## src/rtl/eth_tx_pkg.sv

```systemverilog
// Shared constants and encodings for the Ethernet TX path: scheduler states,
// source select values and default packet/timing parameters.
package eth_tx_pkg;

    localparam int DEF_PAYLOAD_BYTES = 1360;
    localparam int DEF_IFG_CYCLES    = 24;
    localparam int DEF_TX_TIMEOUT    = 4096;

    localparam logic SRC_VID  = 1'b0;
    localparam logic SRC_STAT = 1'b1;

    typedef enum logic [1:0] {
        ST_IDLE = 2'd0,
        ST_SEND = 2'd1,
        ST_GAP  = 2'd2
    } tx_state_e;

endpackage

```

## src/rtl/eth_tx_rr_arb.sv

```systemverilog
// Two-way round-robin arbiter choosing between the video and status sources.
// When both request, the source that did not go last wins.
module eth_tx_rr_arb
    import eth_tx_pkg::*;
(
    input  logic req_vid_i,
    input  logic req_stat_i,
    input  logic last_src_i,
    output logic grant_o,
    output logic valid_o
);

    always_comb begin
        valid_o = req_vid_i | req_stat_i;
        if (req_vid_i && req_stat_i) begin
            grant_o = ~last_src_i;
        end else if (req_stat_i) begin
            grant_o = SRC_STAT;
        end else begin
            grant_o = SRC_VID;
        end
    end

endmodule

```

## src/rtl/ethernet_tx_sched.sv

```systemverilog
// Packet scheduler in front of ethernet_tx: picks a source, holds send enable
// for the packet, guards it with a timeout and enforces the inter-frame gap.
//
// state | meaning
// IDLE  | waiting for enable and a ready source
// SEND  | packet in flight, send enable held, timeout timer running
// GAP   | inter-frame gap, no new packet may start
module ethernet_tx_sched
    import eth_tx_pkg::*;
#(
    parameter int PAYLOAD_BYTES = DEF_PAYLOAD_BYTES,
    parameter int FIFO_CNT_W    = 12,
    parameter int IFG_CYCLES    = DEF_IFG_CYCLES,
    parameter int TX_TIMEOUT    = DEF_TX_TIMEOUT
) (
    input  logic                  clk_i,
    input  logic                  rst_i,
    input  logic                  enable_i,
    input  logic [FIFO_CNT_W-1:0] vid_fifo_cnt_i,
    input  logic                  stat_req_i,
    output logic                  stat_ack_o,
    input  logic                  tx_done_i,
    output logic                  tx_send_enable_o,
    output logic                  tx_src_sel_o,
    output logic                  busy_o,
    output logic [15:0]           vid_pkt_cnt_o,
    output logic                  err_timeout_o
);

    localparam int TMR_W = $clog2(TX_TIMEOUT);
    localparam int GAP_W = $clog2(IFG_CYCLES + 1);
    localparam logic [TMR_W-1:0]      TMR_LAST    = TMR_W'(TX_TIMEOUT - 1);
    localparam logic [GAP_W-1:0]      GAP_LAST    = GAP_W'(IFG_CYCLES - 1);
    localparam logic [FIFO_CNT_W-1:0] PAYLOAD_THR = FIFO_CNT_W'(PAYLOAD_BYTES);

    tx_state_e        state_q, state_d;
    logic             src_q, src_d;
    logic             last_src_q, last_src_d;
    logic [TMR_W-1:0] tx_tmr_q, tx_tmr_d;
    logic [GAP_W-1:0] gap_tmr_q, gap_tmr_d;
    logic [15:0]      vid_pkt_cnt_q, vid_pkt_cnt_d;
    logic             err_timeout_q, err_timeout_d;
    logic             stat_ack_q, stat_ack_d;
    logic             tx_send_enable_q, busy_q;

    logic vid_rdy;
    logic arb_grant;
    logic arb_valid;

    assign vid_rdy = (vid_fifo_cnt_i >= PAYLOAD_THR);

    eth_tx_rr_arb u_arb (
        .req_vid_i  (vid_rdy),
        .req_stat_i (stat_req_i),
        .last_src_i (last_src_q),
        .grant_o    (arb_grant),
        .valid_o    (arb_valid)
    );

    always_ff @(posedge clk_i) begin
        if (rst_i) begin
            state_q          <= ST_IDLE;
            src_q            <= SRC_VID;
            last_src_q       <= SRC_STAT;
            tx_tmr_q         <= '0;
            gap_tmr_q        <= '0;
            vid_pkt_cnt_q    <= '0;
            err_timeout_q    <= 1'b0;
            stat_ack_q       <= 1'b0;
            tx_send_enable_q <= 1'b0;
            busy_q           <= 1'b0;
        end else begin
            state_q          <= state_d;
            src_q            <= src_d;
            last_src_q       <= last_src_d;
            tx_tmr_q         <= tx_tmr_d;
            gap_tmr_q        <= gap_tmr_d;
            vid_pkt_cnt_q    <= vid_pkt_cnt_d;
            err_timeout_q    <= err_timeout_d;
            stat_ack_q       <= stat_ack_d;
            tx_send_enable_q <= (state_d == ST_SEND);
            busy_q           <= (state_d != ST_IDLE);
        end
    end

    always_comb begin
        state_d = state_q;
        case (state_q)
            ST_IDLE: if (enable_i && arb_valid) state_d = ST_SEND;
            ST_SEND: if (tx_done_i || (tx_tmr_q == TMR_LAST)) state_d = ST_GAP;
            ST_GAP:  if (gap_tmr_q == '0) state_d = ST_IDLE;
            default: state_d = ST_IDLE;
        endcase
    end

    always_comb begin
        src_d         = src_q;
        last_src_d    = last_src_q;
        tx_tmr_d      = tx_tmr_q;
        gap_tmr_d     = gap_tmr_q;
        vid_pkt_cnt_d = vid_pkt_cnt_q;
        err_timeout_d = err_timeout_q;
        stat_ack_d    = 1'b0;
        case (state_q)
            ST_IDLE: begin
                if (state_d == ST_SEND) begin
                    src_d      = arb_grant;
                    last_src_d = arb_grant;
                    tx_tmr_d   = '0;
                end
            end
            ST_SEND: begin
                tx_tmr_d = tx_tmr_q + TMR_W'(1);
                // A completion on the timeout cycle still counts as success.
                if (tx_done_i) begin
                    if (src_q == SRC_STAT) stat_ack_d = 1'b1;
                    else vid_pkt_cnt_d = vid_pkt_cnt_q + 16'd1;
                end else if (tx_tmr_q == TMR_LAST) begin
                    err_timeout_d = 1'b1;
                end
                if (state_d == ST_GAP) gap_tmr_d = GAP_LAST;
            end
            ST_GAP: begin
                if (gap_tmr_q != '0) gap_tmr_d = gap_tmr_q - GAP_W'(1);
            end
            default: ;
        endcase
    end

    assign tx_send_enable_o = tx_send_enable_q;
    assign tx_src_sel_o     = src_q;
    assign busy_o           = busy_q;
    assign stat_ack_o       = stat_ack_q;
    assign vid_pkt_cnt_o    = vid_pkt_cnt_q;
    assign err_timeout_o    = err_timeout_q;

endmodule

```

## config.mk

```make
export PLATFORM = sky130hd
export DESIGN_NAME = ethernet_tx_sched
export DESIGN_NICKNAME = d
export VERILOG_FILES = /design/src/rtl/eth_tx_pkg.sv /design/src/rtl/eth_tx_rr_arb.sv /design/src/rtl/ethernet_tx_sched.sv
export SDC_FILE = /design/constraint.sdc
export NUM_CORES = 1
export LEC_CHECK = 0
export BUFFER_PORTS_ARGS = -buffer_cell sky130_fd_sc_hd__buf_2
export CAP_MARGIN = 10
export CORE_AREA = 2 2 78 50
export CTS_BUF_LIST = sky130_fd_sc_hd__clkbuf_8
export CTS_CLUSTER_DIAMETER = 80
export DETAILED_ROUTE_END_ITERATION = 8
export DIE_AREA = 0 0 80 52
export GPL_TIMING_DRIVEN = 0
export PLACE_DENSITY_LB_ADDON = 0.15
export REMOVE_ABC_BUFFERS = 1
export SETUP_SLACK_MARGIN = 0.1
export SLEW_MARGIN = 20
export SYNTH_ARGS = -nofsm -noshare
export SYNTH_HDL_FRONTEND = slang
export SYNTH_HIERARCHICAL = 1
export SYNTH_SLANG_ARGS = --single-unit
```

## constraint.sdc

```tcl
create_clock -name clk_i -period 2.3 [get_ports clk_i]
set_clock_uncertainty 0.2 [all_clocks]
set_input_delay 0.23 -clock clk_i [delete_from_list [all_inputs] [get_ports clk_i]]
set_output_delay 0.23 -clock clk_i [all_outputs]
set_load 0.05 [all_outputs]
```

==> impl_metrics.csv, run 1 <==
group,metric,value,unit
timing,fin_crit,2.10,ns
yosys,async_reset_ff_frac,0,
yosys,ys_seq_area_frac,0.434,
yosys,yosysWarnings,6,
place,hpwlAfterDp,2.72,mm
setup_path,cp_max_fo,12,
yosys,ys_types,41,
global_route,antenna_found_initial,0,
floorplan,dieHeight,52,um
floorplan,dieWidth,80,um
timing,worstMarginPinSlew,0.720,ns
run,drv_cap,0,
cells_and_area,final_common_cell,"dfxtp_1",
drt,vias_per_cell,5.40,
yosys,synth.top_cells.by_area,"dfxtp_1, nor2_1, a21oi_1",
place,place_congestion,0.773,
timing,slew_headroom,0.515,
global_route,grt_pass1_wl,6.22,mm
hold_path,min-delay-start,"tx_done_i",
timing,slew_viol_final,0,
yosys,ys.flop_type,"dfxtp_1",
clock_network,clk_latency,0.29,ns
timing,setup_viol,0,
drt,wl,3.79,mm
yosys,syn_area,1890,um^2
pwr,pwr_density_cell,602,nW/um^2
setup_path,cp_cell_sequence,"nand4bb_4, or2_1, or4_1, a21oi_1",
global_route,grt_max_degree,35,
setup_path,worstPathArrival,2.11,ns
place,portBuffers,33,
setup_path,ff2ff_setup_slack,0.20,ns
setup_path,cpPeakStageDelay,0.53,ns
clock_network,cts_buffer_depth,2,
cells_and_area,final_nets,274,
cells_and_area,drive_above_1_share,0.197,
drt,ant_nets,0,
clock_network,cts_tree,"done",
hold_path,hp-class,"input pin to register",
timing,fmax,477,MHz
hold_path,hold_end,"stat_ack_o",
floorplan,coreArea,3490,um^2
floorplan,num_rows,17,
yosys,synthCells,220,
cells_and_area,n_antenna_cell,0,
timing,hold_viol_final,0,
floorplan,dieArea,4160,um^2
drt,first_pass_iters,4,
drt,wire_per_inst,12.6,um
setup_path,crit_path_end_kind,"register",
clock_network,cts-root-buf,"clkbuf_8",
yosys,synth-edff-count,0,
setup_path,reg2reg_to,"vid_pkt_cnt_o[15]",
setup_path,r2r_start,"state_q[1]",
timing,worst_slack,0.205,ns
timing,whs,0.0334,ns
pwr,vdd_drop_max,0.482,mV
yosys,ys_ff_latch,41,
setup_path,criticalPathCategory,"register to register",
floorplan,io_pins,38,
cells_and_area,layout_common_cells,"dfxtp_1, buf_2, nor2_1",
hold_path,min_delay_path_depth,3,
place,place_ws,-0.101,ns
global_route,grt_use_total,0.197,
global_route,grt_overflow,0,
floorplan,start_util,0.542,
clock_network,cts-htree-levels,2,
drt,drt-initial-drc-count,65,
timing,tns,0,ns
cells_and_area,fillers,340,
cells_and_area,area_delta_synth_final,15.8,%
setup_path,crit_slowest_cell,"or4_1",
status,outcome,"completed",
setup_path,r2r_cells,4,
yosys,synth.top_cell.area_share,0.434,
clock_network,clkTransAtPathRegs,0.08,ns
clock_network,post_cts_buffers,0,
cells_and_area,multiInputGateArea,1030,um^2
yosys,yosysTopAreaCell,"dfxtp_1",
drt,route.detailed.drc,0,
timing,period_share,0.911,
setup_path,required,2.32,ns
clock_network,cts_buffers,5,
setup_path,startpoint_type,"register",
global_route,grt_pass1_vias,1332,
clock_network,cts_sinks,41,
drt,via_count,1624,
cells_and_area,seqCellArea,821,um^2
pwr,power_leakage,0.816,nW
timing,rsz0062_at_grt,"false",
yosys,avgSynthCellArea,8.59,um^2
-- routing by layer --
layer / wire (um) / track usage / part of all wire
met5: 0 / 0 / 0
met4: 46 / 0.0819 / 0.012
met3: 196 / 0.0625 / 0.052
met2: 1440 / 0.261 / 0.38
met1: 2100 / 0.291 / 0.56
-- layout make-up --
cell class,count,share of cell area
Timing Repair Buffer,33,0.0755
Inverter,9,0.0154
Clock buffer,5,0.0315
Sequential cell,41,0.375
Clock inverter,3,0.00629
Multi-Input combinational cell,163,0.469
Tap cell,47,0.0269
-- cells by family after synthesis --
family          count (synthesis)  synth area share
compound gates                 38             0.119
xor+xnor                       16            0.0742
fa+ha+maj                       4            0.0265
buf+inv                        16            0.0344
flops                          41             0.434
mux                             2            0.0113
simple gates                  103             0.300
-- state kept, by name, summed over array words and instances, names as in the netlist --
signal	flops
busy_o	1
err_timeout_o	1
gap_tmr_q	5
last_src_q	1
stat_ack_o	1
state_q	2
tx_send_enable_o	1
tx_src_sel_o	1
tx_tmr_q	12
vid_pkt_cnt_o	16
-- power breakdown --
group          internal (W)  switching, W
Clock              0.000206      0.000240
Sequential         0.000727     0.0000180
Combinational     0.0000468     0.0000784
Total              0.000980      0.000336
-- through the flow --
stage	instances	total power, W	util	instance area (um^2)
after floorplan	213	0.000843	-	1860
after global placement	293	0.000883	0.597	2080
after detailed placement	293	0.000884	0.597	2080
after CTS	301	0.00133	0.622	2170
after global routing	301	0.00139	0.627	2190
final	301	0.00132	0.627	2190
-- cells in the mapped netlist (4+ instances only) --
cell and instances:
ha_1 4, xnor2_1 10, nor4_1 5, clkbuf_1 5
a21oi_1 19, nor2_1 27, xor2_1 6, dfxtp_1 41
nand2_1 15, nand2b_1 5, or3_1 5, inv_1 9
nor3_1 6, or4_1 5, nand3_1 12, o31ai_1 5
o21ai_0 5, nand4_1 4
-- critical path: cells and delay by family (launching register included) --
kind,cells,cell delay [ns]
simple gates,3,1.23
flops,1,0.43
compound gates,1,0.16
-- timing repair --
item	CTS	global route
setup endpoints to repair	1	11
resized for setup	1	3
hold buffers	0	0
-- worst max-delay path by stage --
stage	slack (ns)	endpoint	start	depth (start not counted)
CTS	0.14	vid_pkt_cnt_o[8]	state_q[0]	4
finish	0.20	vid_pkt_cnt_o[15]	state_q[1]	4
global placement	-0.05	tx_tmr_q[2]	vid_fifo_cnt_i[4]	10
floorplan	0.10	vid_pkt_cnt_o[12]	vid_pkt_cnt_o[3]	4
global route	0.11	vid_pkt_cnt_o[12]	state_q[1]	4
detailed placement	-0.10	tx_tmr_q[2]	vid_fifo_cnt_i[4]	10
Power figures use the tool's default switching activity.
==> run 2: changes to the inputs <==
clock period = 2.4 ns   (was 2.3 ns; I/O delays follow)
==> run 2 against run 1 <==
Routed wire length increased by 0.24%. Count of clock-buffer cells in the layout stayed put. Via count is 0.55% lower. Clock power shrank 4%. Cell area down 0.17%. Flip-flop and latch count stayed put. Non-clock buffer count stayed put. Critical endpoint is now tx_tmr_q[2].
==> impl_metrics.csv, run 2 (synthesis gave the netlist of run 1 again) <==
group,metric,value,unit
run,drv_cap,0,
drt,via_count,1615,
place,portBuffers,33,
drt,vias_per_cell,5.37,
timing,slew_viol_final,0,
hold_path,hp-class,"input pin to register",
timing,hold_viol_final,0,
global_route,grt_pass1_vias,1332,
pwr,seqPwrFrac,0.566,
pwr,vdd_drop_max,0.464,mV
setup_path,crit_path_frequent_cell,"o21a_1",
clock_network,cts_buffers,5,
timing,worst_slack,0.289,ns
drt,drt-initial-drc-count,61,
drt,first_pass_iters,4,
setup_path,worstPathArrival,2.08,ns
timing,period_share,0.880,
pwr,combPwrFrac,0.095,
clock_network,cts_tree,"done",
pwr,intPower,0.000938,W
setup_path,crit_slowest_cell,"a21oi_1",
pwr,pwr_density_cell,578,nW/um^2
cells_and_area,final_nets,274,
place,place_congestion,0.773,
cells_and_area,drive_above_1_share,0.193,
clock_network,clkTransAtPathRegs,0.07,ns
setup_path,crit_path_end_kind,"register",
clock_network,cts_buffer_depth,2,
setup_path,criticalPathCategory,"input pin to register",
drt,route.detailed.drc,0,
timing,rsz0062_at_grt,"true",
global_route,grt_pass1_wl,6.22,mm
place,place_inst,293,
floorplan,io_pins,38,
status,outcome,"completed",
timing,worstMarginPinSlew,0.726,ns
setup_path,startpoint_type,"input pin",
floorplan,dieHeight,52,um
clock_network,cts_sinks,41,
cells_and_area,seqCellArea,821,um^2
floorplan,dieArea,4160,um^2
cells_and_area,final_area,2180,um^2
cells_and_area,fillers,339,
place,hpwlAfterDp,2.72,mm
setup_path,cpPeakStageDelay,0.48,ns
floorplan,num_rows,17,
cells_and_area,final_cells,301,
global_route,grt_overflow,0,
global_route,grt_max_degree,35,
drt,wire_per_inst,12.6,um
hold_path,min_delay_path_depth,3,
clock_network,post_cts_buffers,0,
timing,whs,0.0422,ns
pwr,p_sw_frac,0.256,
global_route,grt_use_total,0.197,
clock_network,cts-htree-levels,2,
pwr,netSwitchingPower,0.000323,W
cells_and_area,multiInputGateArea,1020,um^2
setup_path,cp_max_fo,7,
setup_path,cp_cell_sequence,"buf_2, o21a_1, o21a_1, o21ai_0, nand2b_1, or2_1, a21oi_1, or3_1, xor2_1, nor2_1",
cells_and_area,final_util,0.626,
floorplan,dieWidth,80,um
timing,fin_crit,2.11,ns
setup_path,required,2.37,ns
pwr,clockPowerShare,0.339,
drt,ant_nets,0,
floorplan,coreArea,3490,um^2
place,place_area,2080,um^2
setup_path,r2r_cells,4,
clock_network,clk_latency,0.29,ns
cells_and_area,area_delta_synth_final,15.6,%
drt,wl,3.80,mm
timing,slew_headroom,0.511,
place,place_ws,-0.0115,ns
timing,fmax,474,MHz
timing,setup_viol,0,
cells_and_area,n_antenna_cell,0,
pwr,power_leakage,0.815,nW
cells_and_area,final_common_cell,"dfxtp_1",
cells_and_area,layout_common_cells,"dfxtp_1, buf_2, nor2_1",
clock_network,cts-root-buf,"clkbuf_8",
cells_and_area,largest_reg_flops,16,
global_route,antenna_found_initial,0,
floorplan,start_util,0.542,
==> run 2: cell types whose count changed in the layout (fill, tap and decap cells not counted) <==
cell     change
a21oi_1      +1
a21oi_2      -1
==> run 2: worst paths after layout <==
path,end,startpoint,slack (ns)
max,tx_tmr_q[2],vid_fifo_cnt_i[4],0.29
min,stat_ack_o,tx_done_i,0.04
max reg2reg,vid_pkt_cnt_o[15],state_q[1],0.31
min reg2reg,last_src_q,last_src_q,0.28
==> run 2: layer usage <==
| metal | track usage | part of all wire |
|---|---|---|
| met4 | 0.0819 | 0.012 |
| met5 | 0 | 0 |
| met2 | 0.260 | 0.38 |
| met3 | 0.0625 | 0.049 |
| met1 | 0.292 | 0.56 |
==> run 2: area by class of cell <==
cell class / instances / share of cell area
clock buffers: 5 / 0.0315
clock inverters: 3 / 0.00630
inverters: 9 / 0.0155
multi-input cells: 163 / 0.468
flip-flops and latches: 41 / 0.376
well taps: 47 / 0.0269
repair buffers: 33 / 0.0756
==> run 2: power groups by stage <==
| stage | registers (W) | logic (W) | clock network (W) |
|---|---|---|---|
| after global placement | 0.000729 | 0.000117 | 0 |
| final | 0.000714 | 0.000119 | 0.000428 |
| after floorplan | 0.000744 | 0.0000636 | 0 |
| after global routing | 0.000717 | 0.000133 | 0.000476 |
| after CTS | 0.000714 | 0.000119 | 0.000441 |
| after detailed placement | 0.000730 | 0.000118 | 0 |
==> run 2: what timing repair did <==
action                                  CTS  global route
hold buffers                              0             0
gates resized for setup                   0             3
endpoints found under the setup margin    0             4
==> run 2: through the flow <==
step / total power, W / TNS, ns
2_1_floorplan: 0.000808 / 0
3_3_place_gp: 0.000846 / 0
3_5_place_dp: 0.000848 / -0.0115
4_1_cts: 0.00127 / 0
5_1_grt: 0.00133 / 0
6_report: 0.00126 / 0
==> run 2: critical path, delay by kind of cell <==
kind                   cells  cell delay (ns)
AND/OR/NAND/NOR            4             0.65
buffers and inverters      1             0.09
XOR/XNOR                   1             0.15
AO/OA/AOI/OAI              4             0.95
